==> config.mk <==
export PLATFORM = sky130hd
export DESIGN_NAME = gcd_engine
export DESIGN_NICKNAME = d
export VERILOG_FILES = /design/src/rtl/gcd_engine.sv
export SDC_FILE = /design/constraint.sdc
export NUM_CORES = 1
export LEC_CHECK = 0
export CELL_PAD_IN_SITES_DETAIL_PLACEMENT = 0
export CELL_PAD_IN_SITES_GLOBAL_PLACEMENT = 2
export CORE_MARGIN = 10
export CORE_UTILIZATION = 32
export DETAILED_ROUTE_END_ITERATION = 7
export GPL_TIMING_DRIVEN = 0
export PLACE_DENSITY_LB_ADDON = 0.1
export SLEW_MARGIN = 20
export SYNTH_ARGS = -nofsm -noshare
export SYNTH_HDL_FRONTEND = slang
export SYNTH_SLANG_ARGS = --single-unit
export TNS_END_PERCENT = 1
==> constraint.sdc <==
create_clock -name clk_i -period 2.7 [get_ports clk_i]
set_clock_uncertainty 0.2 [all_clocks]
set_input_delay 0.405 -clock clk_i [delete_from_list [all_inputs] [get_ports clk_i]]
set_output_delay 0.405 -clock clk_i [all_outputs]
set_load 0.05 [all_outputs]
==> src/rtl/gcd_engine.sv <==
// gcd_engine: iterative subtractive-Euclid GCD stage, one operation in flight.
//   clk_i    - clock, all state updates on rising edge
//   rst_i    - synchronous active-high reset
//   req_i    - operand request, sampled only while idle
//   a_i, b_i - operands, captured on acceptance
//   busy_o   - high whenever not idle
//   valid_o  - one-cycle strobe marking a fresh result_o
//   result_o - last computed GCD, held until the next completion
module gcd_engine #(
    parameter int WIDTH = 4
) (
    input  logic             clk_i,
    input  logic             rst_i,
    input  logic             req_i,
    input  logic [WIDTH-1:0] a_i,
    input  logic [WIDTH-1:0] b_i,
    output logic             busy_o,
    output logic             valid_o,
    output logic [WIDTH-1:0] result_o
);
    localparam logic [1:0] S_IDLE = 2'd0;
    localparam logic [1:0] S_CALC = 2'd1;
    localparam logic [1:0] S_DONE = 2'd2;
    logic [1:0]       r_state;
    logic [WIDTH-1:0] r_op_a;
    logic [WIDTH-1:0] r_op_b;
    logic [WIDTH-1:0] r_result;
    logic             w_finish;
    // Any zero operand or equal operands ends the iteration; the answer is
    // op_b when op_a is zero and op_a otherwise (covers gcd(0,0)=0 too).
    assign w_finish = (r_op_a == '0) || (r_op_b == '0) || (r_op_a == r_op_b);
    assign busy_o   = r_state != S_IDLE;
    assign valid_o  = r_state == S_DONE;
    assign result_o = r_result;
    always_ff @(posedge clk_i) begin
        if (rst_i) begin
            r_state  <= S_IDLE;
            r_op_a   <= '0;
            r_op_b   <= '0;
            r_result <= '0;
        end else begin
            case (r_state)
                S_IDLE: if (req_i) begin
                    r_op_a  <= a_i;
                    r_op_b  <= b_i;
                    r_state <= S_CALC;
                end
                S_CALC: if (w_finish) begin
                    r_result <= (r_op_a == '0) ? r_op_b : r_op_a;
                    r_state  <= S_DONE;
                end else if (r_op_a > r_op_b) begin
                    r_op_a <= r_op_a - r_op_b;
                end else begin
                    r_op_b <= r_op_b - r_op_a;
                end
                default: r_state <= S_IDLE;
            endcase
        end
    end
endmodule

==> impl_metrics.yaml <==
status:
  status: "finished clean"
timing:
  hold_violations: 0
  tightest_slew_ps: 600
  setup_viol_count_final: 0
  whs_ps: 299
  fin_crit_ps: 2450
  maxSlewViolCount: 0
  max-slew-margin-rel_pct: 59.6
  rsz0062_at_grt: "false"
  fin_crit_sh_pct: 90.6
  layout_setup_ws_ps: 254
  fin_setup_tns_ps: 0
  max_freq_ghz: 0.409
hold_path:
  hold_depth: 2
  hold_class: "register to register"
  hold_path.startpoint: "r_op_b[3]$_SDFFE_PP0P_"
  hold_path_end: "r_op_b[3]$_SDFFE_PP0P_"
clocking:
  root_buffer: "clkbuf_4"
  clock_sinks: 14
  clk_path_buf_depth: 2
  clkSlewWorstSetupHoldPaths_ps: 80
  hold_buffers: 0
  clk_latency_ps: 280
  tritoncts: "yes"
  htree_levels: 1
  cts_buffers: 3
setup_path:
  rr_endpoint: "r_op_b[2]$_SDFFE_PP0P_"
  crit_buf_inv: 2
  rr_startpoint: "r_op_a[1]$_SDFFE_PP0P_"
  critical_path_required_ps: 2100
  rr_worst_depth: 6
  slowest_stage: "clkdlybuf4s50_1"
  crit_path_end_kind: "output pin"
  crit_chain: "clkbuf_1, nor2b_1, clkdlybuf4s50_1"
  arrival_ps: 1840
  regToRegSetupSlack_ps: 260
  critical-path-top-delay-family: "buffers and inverters"
  crit_fanout: 10
  path_class: "register to output pin"
  critical-path-max-stage-delay_ps: 720
  cp-start-kind: "register"
power:
  power.density_nw_per_um2: 598
  p_leak_nw: 0.502
  peakVddDrop_uv: 368
  fin_total_pwr_mw: 0.766
synthesis:
  synth_edf_count: 0
  yosys-top-cells-area: "dfxtp_1, ha_1, mux2i_1"
  yosysWarnings: 0
  yosysTopAreaCellShare_pct: 27.0
  synth_fp_nets: 132
  synth_top_area_cell: "dfxtp_1"
  ys_ff_latch: 14
  synth_cell_types: 37
  synth_seq_area_share_pct: 27.0
  synth-main-ff-cell: "dfxtp_1"
  netlist_area_um2: 1040
  synthCells: 112
  syn-mean-instance-area_um2: 9.27
  synthArstFlopShare_pct: 0
drt:
  wl_per_cell_um: 15.9
  drc: 0
  ant_nets: 0
  dr.pass1.iters: 4
  num_vias: 904
  routed_wl_um: 2780
  avgViaCountPerCell: 5.17
  drt_iter0_drc: 30
global_routing:
  grt_pass1_wl_um: 4760
  grt_max_degree: 11
  grt.overflow.total: 0
  antenna_found_initial: 0
  grt_pass1_vias: 898
  grt.total_usage_pct: 9.71
job:
  max_cap_viol_count: 0
floorplan:
  core_um2: 3080
  rows: 20
  dieArea_um2: 5920
  die_h_um: 77.0
  start_util_pct: 33.7
  die_width_um: 77.0
  pin_count: 17
placement:
  numPortBuffers: 16
  dp_slack_ps: 272
  gp_congestion: 0.715
  hpwl_um: 2160
cells_and_area:
  fillers: 334
  drive_gt1_share_pct: 11.5
  fin_nets: 153
  utilization_pct: 41.6
  multi_input_area_um2: 698
  regArea_um2: 280
  diodes: 0
  area_delta_synth_final_pct: 23.3
## state kept, by name, indices dropped and copies added, names as in the netlist
signal and flops:
r_op_a 4, r_op_b 4, r_state 2, result_o 4
## area by class of cell
cell class,count,area share (%)
flip-flops and latches,14,21.9
repair buffers,16,12.7
multi-input cells,82,54.5
plain buffers,3,0.978
inverters,13,3.81
clock buffers,3,1.76
well taps,44,4.30
## power by group
group,internal (mW),switching [mW],leakage (nW),total (mW)
clock,0.0517,0.0681,0.0138,0.120
combinational,0.156,0.221,0.373,0.377
sequential,0.234,0.0351,0.115,0.269
total,0.442,0.324,0.502,0.766
## repair_timing
action	4_1_cts	5_1_grt
setup endpoints to repair	0	2
setup buffers	0	0
endpoints found under the hold margin	0	0
resized for setup	0	2
## cells in the mapped netlist, drive strengths merged (2+ instances only)
library cell  number
o31ai              4
or4bb              4
o221ai             2
or4                4
ha                 7
a21o               2
mux2i              5
nand2b             3
nand2              3
nor2               6
nor3b              2
dfxtp             14
a2111oi            3
o211a              2
o21ai              3
a211oi             4
inv               12
fa                 2
and4               2
a21oi              8
a31o               3
clkbuf             2
nor2b              4
## cell families after synthesis
logic type | after synthesis | share of synthesized area, %
compound gates | 34 | 27.1
simple gates | 32 | 21.2
buf+inv | 16 | 5.90
flops | 14 | 27.0
fa+ha+maj | 9 | 12.3
mux | 5 | 4.82
xor+xnor | 2 | 1.69
## cell usage in the layout (no fill, tap or decap), types with 3 or more instances in the layout
cell             instances
clkdlybuf4s50_1         15
dfxtp_1                 14
inv_1                   12
a21oi_1                  8
ha_1                     7
nor2_1                   5
mux2i_1                  5
nor2b_1                  4
a211oi_1                 4
or4bb_1                  4
o31ai_1                  4
nand2b_1                 3
nand2_1                  3
o21ai_0                  3
a31o_2                   3
clkbuf_4                 3
## how the worst max path moves through the flow
stage / start / endpoint / slack, ps / depth (start not counted)
global route: r_op_a[1]$_SDFFE_PP0P_ / r_op_a[1]$_SDFFE_PP0P_ / 40 / 6
CTS: r_state[0]$_SDFFE_PP0P_ / busy_o / 40 / 3
global placement: rst_i / r_op_a[3]$_SDFFE_PP0P_ / 250 / 5
floorplan: r_op_a[0]$_SDFFE_PP0P_ / r_op_b[2]$_SDFFE_PP0P_ / 500 / 8
detailed placement: r_op_a[1]$_SDFFE_PP0P_ / r_op_b[2]$_SDFFE_PP0P_ / 270 / 6
finish: r_state[0]$_SDFFE_PP0P_ / valid_o / 250 / 3
## metrics by stage
| step | cell area, um^2 | std cells |
|---|---|---|
| after floorplan | 1040 | 112 |
| after global placement | 1250 | 172 |
| after detailed placement | 1250 | 172 |
| after CTS | 1280 | 175 |
| after global routing | 1280 | 175 |
| final | 1280 | 175 |
## metal layers
metal	vias up	part of all wire [%]	track usage, %
met3	2	5.0	3.38
met5	-	0	0
met1	419	49	13.1
li1	466	-	-
met2	17	45	14.8
met4	0	0.43	1.12
## tightest hold or removal path: stages, from the launching register on
cell and delay, ps:
dfxtp_1 340, nand2_1 60, mux2i_1 50
No activity file was read; power rests on OpenSTA's default activity.
